[src/rtl/floor_request_scheduler.sv]
// floor_request_scheduler
//   Upstream stage of the elevator controller. Synchronises the raw call buttons,
//   keeps a bitmap of outstanding floor requests and picks the next target floor
//   with a SCAN policy: keep serving in the current direction, reverse only when
//   nothing is left ahead of the car.
//
//   Optional feature macro: FLOOR_REQ_DEBOUNCE_EN
//     defined   -> per-button debounce counter (DEBOUNCE_CYCLES stable cycles)
//                  between the synchroniser and the edge detector.
//     undefined -> edge detector works directly on the synchroniser output.
module floor_request_scheduler #(
   parameter int NUM_FLOORS      = 8,
   parameter int DEBOUNCE_CYCLES = 50000
) (
   input  logic                  clk_i,
   input  logic                  rst_ni,
   input  logic [NUM_FLOORS-1:0] call_btn_i,
   input  logic [3:0]            current_floor_i,
   input  logic                  car_idle_i,
   output logic [3:0]            requested_floor_o,
   output logic                  req_active_o,
   output logic [NUM_FLOORS-1:0] pending_o
);

   localparam logic [1:0] ST_IDLE = 2'd0;
   localparam logic [1:0] ST_UP   = 2'd1;
   localparam logic [1:0] ST_DOWN = 2'd2;

   localparam logic [3:0] FLOOR_LIMIT = 4'(NUM_FLOORS);

   logic [NUM_FLOORS-1:0] sync1_q;
   logic [NUM_FLOORS-1:0] sync2_q;
   logic [1:0]            settle_q;
   logic [NUM_FLOORS-1:0] armed_q;
   logic [NUM_FLOORS-1:0] armed_d;
   logic [NUM_FLOORS-1:0] level;
   logic [NUM_FLOORS-1:0] lvl_prev_q;
   logic [NUM_FLOORS-1:0] rise;
   logic [NUM_FLOORS-1:0] clr;
   logic [NUM_FLOORS-1:0] pending_q;
   logic [NUM_FLOORS-1:0] pending_d;
   logic [1:0]            state_q;
   logic [1:0]            state_d;
   logic [3:0]            requested_floor_q;
   logic [3:0]            requested_floor_d;
   logic                  in_range;
   logic                  up_found;
   logic                  dn_found;
   logic [3:0]            up_tgt;
   logic [3:0]            dn_tgt;

   assign in_range = (current_floor_i < FLOOR_LIMIT);

   // Two-flop synchroniser; settle counter marks when sync2_q reflects real button levels again
   always_ff @(posedge clk_i) begin
      if (!rst_ni) begin
         sync1_q  <= '0;
         sync2_q  <= '0;
         settle_q <= '0;
      end else begin
         sync1_q <= call_btn_i;
         sync2_q <= sync1_q;
         if (settle_q != 2'd2) begin
            settle_q <= settle_q + 2'd1;
         end
      end
   end

   // A button becomes eligible for edge detection only once it has been seen released
   // after reset, so a press held through reset is ignored until re-pressed.
   always_comb begin
      armed_d = armed_q;
      if (settle_q == 2'd2) begin
         armed_d = armed_q | ~sync2_q;
      end
   end

   // Arm register update
   always_ff @(posedge clk_i) begin
      if (!rst_ni) begin
         armed_q <= '0;
      end else begin
         armed_q <= armed_d;
      end
   end

`ifdef FLOOR_REQ_DEBOUNCE_EN
   localparam int CNT_W = (DEBOUNCE_CYCLES > 1) ? $clog2(DEBOUNCE_CYCLES) + 1 : 1;

   logic [NUM_FLOORS-1:0] deb_q;
   logic [CNT_W-1:0]      cnt_q [NUM_FLOORS];

   // Debounce: the level follows the synchroniser only after DEBOUNCE_CYCLES consecutive differing cycles
   always_ff @(posedge clk_i) begin
      if (!rst_ni) begin
         deb_q <= '0;
         for (int i = 0; i < NUM_FLOORS; i++) begin
            cnt_q[i] <= '0;
         end
      end else begin
         for (int i = 0; i < NUM_FLOORS; i++) begin
            if (sync2_q[i] != deb_q[i]) begin
               if (cnt_q[i] == CNT_W'(DEBOUNCE_CYCLES - 1)) begin
                  deb_q[i] <= sync2_q[i];
                  cnt_q[i] <= '0;
               end else begin
                  cnt_q[i] <= cnt_q[i] + 1'b1;
               end
            end else begin
               cnt_q[i] <= '0;
            end
         end
      end
   end

   assign level = deb_q;
`else
   assign level = sync2_q;
`endif

   // Previous level for rising-edge detection
   always_ff @(posedge clk_i) begin
      if (!rst_ni) begin
         lvl_prev_q <= '0;
      end else begin
         lvl_prev_q <= level;
      end
   end

   assign rise = level & ~lvl_prev_q & armed_q;

   // Arrival clear: car stopped at its target floor retires that request; clear beats a same-cycle set
   always_comb begin
      clr = '0;
      if (car_idle_i && in_range && (current_floor_i == requested_floor_q)) begin
         for (int i = 0; i < NUM_FLOORS; i++) begin
            if (current_floor_i == 4'(i)) begin
               clr[i] = 1'b1;
            end
         end
      end
   end

   assign pending_d = (pending_q | rise) & ~clr;

   // Nearest request strictly above (lowest such bit) and strictly below (highest such bit)
   always_comb begin
      up_found = 1'b0;
      up_tgt   = '0;
      dn_found = 1'b0;
      dn_tgt   = '0;
      for (int i = NUM_FLOORS - 1; i >= 0; i--) begin
         if (pending_d[i] && (4'(i) > current_floor_i)) begin
            up_found = 1'b1;
            up_tgt   = 4'(i);
         end
      end
      for (int i = 0; i < NUM_FLOORS; i++) begin
         if (pending_d[i] && (4'(i) < current_floor_i)) begin
            dn_found = 1'b1;
            dn_tgt   = 4'(i);
         end
      end
   end

   // SCAN next-state and target selection, evaluated on the next pending bitmap
   always_comb begin
      state_d           = state_q;
      requested_floor_d = requested_floor_q;
      if (!in_range) begin
         // Lost position: send the car home to floor 0, keep requests for later
         state_d           = ST_IDLE;
         requested_floor_d = '0;
      end else if (pending_d == '0) begin
         state_d           = ST_IDLE;
         requested_floor_d = current_floor_i;
      end else begin
         case (state_q)
            ST_UP: begin
               if (up_found) begin
                  state_d           = ST_UP;
                  requested_floor_d = up_tgt;
               end else if (dn_found) begin
                  state_d           = ST_DOWN;
                  requested_floor_d = dn_tgt;
               end else begin
                  state_d           = ST_UP;
                  requested_floor_d = current_floor_i;
               end
            end
            ST_DOWN: begin
               if (dn_found) begin
                  state_d           = ST_DOWN;
                  requested_floor_d = dn_tgt;
               end else if (up_found) begin
                  state_d           = ST_UP;
                  requested_floor_d = up_tgt;
               end else begin
                  state_d           = ST_DOWN;
                  requested_floor_d = current_floor_i;
               end
            end
            default: begin
               // From IDLE, ties between above and below favour going up
               if (up_found) begin
                  state_d           = ST_UP;
                  requested_floor_d = up_tgt;
               end else if (dn_found) begin
                  state_d           = ST_DOWN;
                  requested_floor_d = dn_tgt;
               end else begin
                  state_d           = ST_DOWN;
                  requested_floor_d = current_floor_i;
               end
            end
         endcase
      end
   end

   // Pending bitmap, scheduler state and registered target
   always_ff @(posedge clk_i) begin
      if (!rst_ni) begin
         pending_q         <= '0;
         state_q           <= ST_IDLE;
         requested_floor_q <= '0;
      end else begin
         pending_q         <= pending_d;
         state_q           <= state_d;
         requested_floor_q <= requested_floor_d;
      end
   end

   assign requested_floor_o = requested_floor_q;
   assign req_active_o      = (state_q != ST_IDLE);
   assign pending_o         = pending_q;

endmodule
[config.mk]
export PLATFORM = sky130hd
export DESIGN_NAME = floor_request_scheduler
export DESIGN_NICKNAME = d
export VERILOG_FILES = /design/src/rtl/floor_request_scheduler.sv
export SDC_FILE = /design/constraint.sdc
export NUM_CORES = 1
export LEC_CHECK = 0
export CELL_PAD_IN_SITES_DETAIL_PLACEMENT = 1
export CELL_PAD_IN_SITES_GLOBAL_PLACEMENT = 2
export CORE_MARGIN = 10
export CORE_UTILIZATION = 36
export DETAILED_ROUTE_END_ITERATION = 12
export PLACE_DENSITY = 0.88
export SYNTH_ARGS = -nofsm -noshare
export SYNTH_HDL_FRONTEND = slang
export SYNTH_SLANG_ARGS = --single-unit
[constraint.sdc]
create_clock -name clk_i -period 3.1 [get_ports clk_i]
set_clock_uncertainty 0.2 [all_clocks]
set_input_delay 0.465 -clock clk_i [delete_from_list [all_inputs] [get_ports clk_i]]
set_output_delay 0.465 -clock clk_i [all_outputs]
set_load 0.01 [all_outputs]
==> impl_metrics.prom <==
# TYPE chip_impl_metric gauge
chip_impl_info{name="run_status",value="finished clean"} 1
chip_impl_metric{name="finalWorstPathRequiredPeriod",unit="ns"} 2.75
chip_impl_metric{name="gp_routability_congestion",unit=""} 0.874
chip_impl_info{name="root_buffer",value="sky130_fd_sc_hd__clkbuf_8"} 1
chip_impl_metric{name="die-height",unit="µm"} 98.3
chip_impl_metric{name="timing_max_transition_violations_final",unit=""} 0
chip_impl_metric{name="xor_xnor_share_of_the_synthesized_area",unit="%"} 1.59
chip_impl_info{name="min-delay-path-class",value="reg -> reg"} 1
chip_impl_metric{name="yosysUniqueCellTypes",unit=""} 54
chip_impl_metric{name="die_area",unit="mm²"} 0.00966
chip_impl_info{name="layout_commonest_cell",value="sky130_fd_sc_hd__dfxtp_1"} 1
chip_impl_metric{name="cts_inserted_buffers",unit=""} 5
chip_impl_info{name="synth.top_cells.by_area",value="sky130_fd_sc_hd__dfxtp_1 44%, sky130_fd_sc_hd__and2_1 7.9%, sky130_fd_sc_hd__a21oi_1 5.0%"} 1
chip_impl_info{name="synth_top_family_by_area",value="simple AND/OR/NAND/NOR gates"} 1
chip_impl_metric{name="cellPowerDensity",unit="mW/mm²"} 591
chip_impl_metric{name="detailedPlace.worstSlack",unit="ns"} 0.0765
chip_impl_metric{name="synth.cell_area",unit="mm²"} 0.00221
chip_impl_metric{name="cap_viol_max_count",unit=""} 0
chip_impl_metric{name="grt_pass1_vias",unit=""} 1985
chip_impl_metric{name="grt_first_pass_wirelength",unit="µm"} 9910
chip_impl_metric{name="drt_iter0_drc",unit=""} 103
chip_impl_metric{name="wl_met2",unit="µm"} 2750
chip_impl_metric{name="fillers",unit=""} 709
chip_impl_metric{name="route.detailed.vias_per_inst",unit=""} 5.37
chip_impl_metric{name="drtAntennaViolNets",unit=""} 0
chip_impl_metric{name="synth_area_in_adders",unit="%"} 2.27
chip_impl_metric{name="synthCells",unit=""} 249
chip_impl_metric{name="drt-total-wl",unit="µm"} 5750
chip_impl_metric{name="fp-row-count",unit=""} 28
chip_impl_metric{name="place_hpwl",unit="µm"} 4450
chip_impl_metric{name="finalHoldViolCount",unit=""} 0
chip_impl_info{name="post-synth-top-area-cell",value="sky130_fd_sc_hd__dfxtp_1"} 1
chip_impl_metric{name="synth_simple_gate_area_share",unit="%"} 25.9
chip_impl_info{name="crit_chain",value="clkdlybuf4s50_1 > or3b_2 > nor4_4 > and2b_1 > a31oi_1 > nor4_1 > a31o_2 > a21oi_1"} 1
chip_impl_metric{name="max_freq",unit="GHz"} 0.363
chip_impl_metric{name="total_area_of_multi_input_combinational_cells",unit="mm²"} 0.00112
chip_impl_metric{name="grt.total_usage",unit="%"} 12.2
chip_impl_metric{name="final_layout_size_suffix_gt1_share",unit="%"} 12.5
chip_impl_metric{name="initial_utilization",unit="%"} 37.3
chip_impl_metric{name="yosysWarningCount",unit=""} 0
chip_impl_info{name="topRoutingLayerUsed",value="met4"} 1
chip_impl_metric{name="synth-compound-area-share",unit="%"} 20.8
chip_impl_metric{name="slew_of_the_pin_with_the_lowest_slew_margin",unit="ns"} 0.674
chip_impl_info{name="rsz0062_at_grt",value="false"} 1
chip_impl_metric{name="worst_ep_arrival_time",unit="ns"} 2.76
chip_impl_metric{name="final.setup.tns",unit="ns"} 0
chip_impl_info{name="crit_end",value="state_q[1]$_SDFF_PP0_"} 1
chip_impl_metric{name="mux_cell_area_share_after_synthesis",unit="%"} 0
chip_impl_info{name="critPathLaunch",value="current_floor_i[3]"} 1
chip_impl_metric{name="num_clock_sinks",unit=""} 48
chip_impl_metric{name="average_cell_area_after_synthesis",unit="µm²"} 8.86
chip_impl_info{name="synth-main-ff-cell",value="sky130_fd_sc_hd__dfxtp_1"} 1
chip_impl_metric{name="ir_drop",unit="mV"} 0.266
chip_impl_metric{name="maximum_level_of_the_cts_h_tree",unit=""} 2
chip_impl_metric{name="cp_num_cells",unit=""} 8
chip_impl_metric{name="critical_path.max_fanout",unit=""} 6
chip_impl_metric{name="p_leak",unit="nW"} 1.13
chip_impl_info{name="reg2reg_from",value="level[1]$_SDFF_PN0_"} 1
chip_impl_metric{name="utilization",unit="%"} 46.7
chip_impl_metric{name="port-buffer-count",unit=""} 27
chip_impl_metric{name="antenna_cells_inserted",unit=""} 0
chip_impl_metric{name="wl_met1",unit="µm"} 2670
chip_impl_metric{name="clk_pin_slew_worst_paths",unit="ns"} 0.10
chip_impl_metric{name="cts_buffer_depth",unit=""} 2
chip_impl_metric{name="detail_route.drc_violations",unit=""} 0
chip_impl_metric{name="slowest_delay",unit="ns"} 0.54
chip_impl_metric{name="clk-insertion-delay-late",unit="ns"} 0.30
chip_impl_metric{name="final-seq-area",unit="µm²"} 961
chip_impl_info{name="layout.cells.most_common_list",value="48 x sky130_fd_sc_hd__dfxtp_1, 28 x sky130_fd_sc_hd__and2_1, 27 x sky130_fd_sc_hd__clkdlybuf4s50_1"} 1
chip_impl_metric{name="antenna_violations_before_repair",unit=""} 0
chip_impl_metric{name="globalRouteOverflowTotal",unit=""} 0
chip_impl_metric{name="met3WireLength",unit="µm"} 204
chip_impl_metric{name="fin_cells",unit=""} 364
chip_impl_metric{name="timing.critical_path.required",unit="ns"} 3.11
chip_impl_metric{name="placed_cells",unit=""} 356
chip_impl_metric{name="finalCritPeriodShare",unit="%"} 88.8
chip_impl_metric{name="area.growth.synth_to_final",unit="%"} 25.2
chip_impl_metric{name="io_pins",unit=""} 28
chip_impl_metric{name="setup_viol_count_final",unit=""} 0
chip_impl_metric{name="setup.reg_to_reg.worst_slack",unit="ns"} 0.77
chip_impl_metric{name="asyncSetResetFlopFracSynth",unit="%"} 0
chip_impl_metric{name="synth_edf_count",unit=""} 0
chip_impl_metric{name="final.setup.worst_slack",unit="ns"} 0.346
chip_impl_info{name="cpLargestDelayFamily",value="simple AND/OR/NAND/NOR gates"} 1
chip_impl_metric{name="routed_wire_length_per_instance",unit="µm"} 15.8
chip_impl_metric{name="finish.net_count",unit=""} 307
chip_impl_metric{name="post_cts_resize_count",unit=""} 0
chip_impl_metric{name="firstDrtPassIters",unit=""} 4
chip_impl_info{name="critical_path.reg2reg.endpoint",value="requested_floor_o[0]$_SDFF_PN0_"} 1
chip_impl_info{name="tritoncts",value="yes"} 1
chip_impl_metric{name="synth.ff_latch_count",unit=""} 48
chip_impl_metric{name="timing.reg2reg.worst_path_depth",unit=""} 6
chip_impl_metric{name="die_outline_width",unit="µm"} 98.3
chip_impl_metric{name="slew_headroom",unit="%"} 54.7
chip_impl_info{name="worst_setup_path_start_kind",value="input port"} 1
chip_impl_info{name="worst-setup-path-type",value="in -> reg"} 1
chip_impl_info{name="timing.critical_path.slowest_stage_cell",value="sky130_fd_sc_hd__or3b_2"} 1
chip_impl_info{name="critical_path.endpoint_type",value="flip-flop"} 1
chip_impl_metric{name="mappedNetlistNets",unit=""} 268
chip_impl_metric{name="grt_max_degree",unit=""} 30
chip_impl_metric{name="route.vias.total",unit=""} 1953
chip_impl_metric{name="area_share_of_the_largest_cell_type_after_synthesis",unit="%"} 43.6
chip_impl_metric{name="synth_seq_area_share",unit="%"} 43.6
chip_impl_metric{name="worst_path_buf_inv",unit=""} 1
chip_impl_metric{name="core_area",unit="mm²"} 0.00592
chip_impl_metric{name="ctsHoldBuffers",unit=""} 0
chip_impl_metric{name="cts_setup_buffers",unit=""} 0
[synthesized netlist by cell type, types with 2 or more instances]
cell type and n:
sky130_fd_sc_hd__o211a_1 2, sky130_fd_sc_hd__nor4_1 3, sky130_fd_sc_hd__o22ai_1 3, sky130_fd_sc_hd__a211oi_1 2
sky130_fd_sc_hd__a311oi_1 3, sky130_fd_sc_hd__a22o_1 2, sky130_fd_sc_hd__clkbuf_1 6, sky130_fd_sc_hd__xor2_1 4
sky130_fd_sc_hd__a31o_2 3, sky130_fd_sc_hd__nand4b_1 2, sky130_fd_sc_hd__and3b_1 4, sky130_fd_sc_hd__or2_2 2
sky130_fd_sc_hd__nor2_1 26, sky130_fd_sc_hd__buf_6 2, sky130_fd_sc_hd__inv_1 20, sky130_fd_sc_hd__a2111oi_0 2
sky130_fd_sc_hd__nand2_1 9, sky130_fd_sc_hd__a21oi_1 22, sky130_fd_sc_hd__a31oi_1 5, sky130_fd_sc_hd__dfxtp_1 48
sky130_fd_sc_hd__and2_1 28, sky130_fd_sc_hd__a21o_1 2, sky130_fd_sc_hd__nand3_1 2, sky130_fd_sc_hd__o21ai_0 8
sky130_fd_sc_hd__ha_1 4, sky130_fd_sc_hd__and2b_1 3, sky130_fd_sc_hd__nand2b_1 5
[kinds of logic after synthesis]
logic type,Yosys count
AND/OR/NAND/NOR,96
buffers and inverters,29
other,1
XOR/XNOR,4
flip-flops,48
adder cells (fa/ha/maj),4
AO/OA/AOI/OAI,67
[how the worst min path moves through the flow]
| stage | from | end | cells after the start |
|---|---|---|---|
| after global routing | sync1_q[7]$_SDFF_PN0_ | level[7]$_SDFF_PN0_ | 1 |
| after detailed placement | sync1_q[4]$_SDFF_PN0_ | level[4]$_SDFF_PN0_ | 1 |
| after floorplan | sync1_q[0]$_SDFF_PN0_ | level[0]$_SDFF_PN0_ | 1 |
| after CTS | sync1_q[4]$_SDFF_PN0_ | level[4]$_SDFF_PN0_ | 1 |
| final | sync1_q[4]$_SDFF_PN0_ | level[4]$_SDFF_PN0_ | 1 |
| after global placement | sync1_q[4]$_SDFF_PN0_ | level[4]$_SDFF_PN0_ | 1 |
[layout make-up]
cell class,instances,area share [%]
Inverter,20,2.72
Clock buffer,5,2.49
Clock inverter,3,2.49
Sequential cell,48,34.8
Tap cell,75,3.40
Multi-Input combinational cell,172,40.5
Timing Repair Buffer,41,13.6
[through the flow]
step / cell area [µm²] / total power, mW / hold WS, ns
finish: 2760 / 1.63 / 0.241
global route: 2760 / 1.73 / 0.259
CTS: 2760 / 1.65 / 0.244
detailed placement: 2630 / 1.10 / 0.222
global placement: 2630 / 1.09 / 0.215
floorplan: 2210 / 0.975 / 0.212
[sequential cells by signal, indices dropped and copies added, names as in the netlist]
register	flops
lvl_prev_q	8
settle_q	2
level	8
requested_floor_o	4
pending_o	8
sync1_q	8
armed_q	8
state_q	2
[power by group]
part / leakage, nW / switching, mW / internal (mW) / total (mW)
clock network: 0.0687 / 0.223 / 0.325 / 0.547
logic: 0.665 / 0.200 / 0.163 / 0.363
registers: 0.393 / 0.0383 / 0.685 / 0.723
[per-layer routing]
metal  vias to the layer above  track usage [%]
met2                        49             19.7
met4                         0             4.85
li1                        946                -
met5                         -                0
met1                       945             15.3
met3                        13             2.82
(Power assumes the default switching activity.)
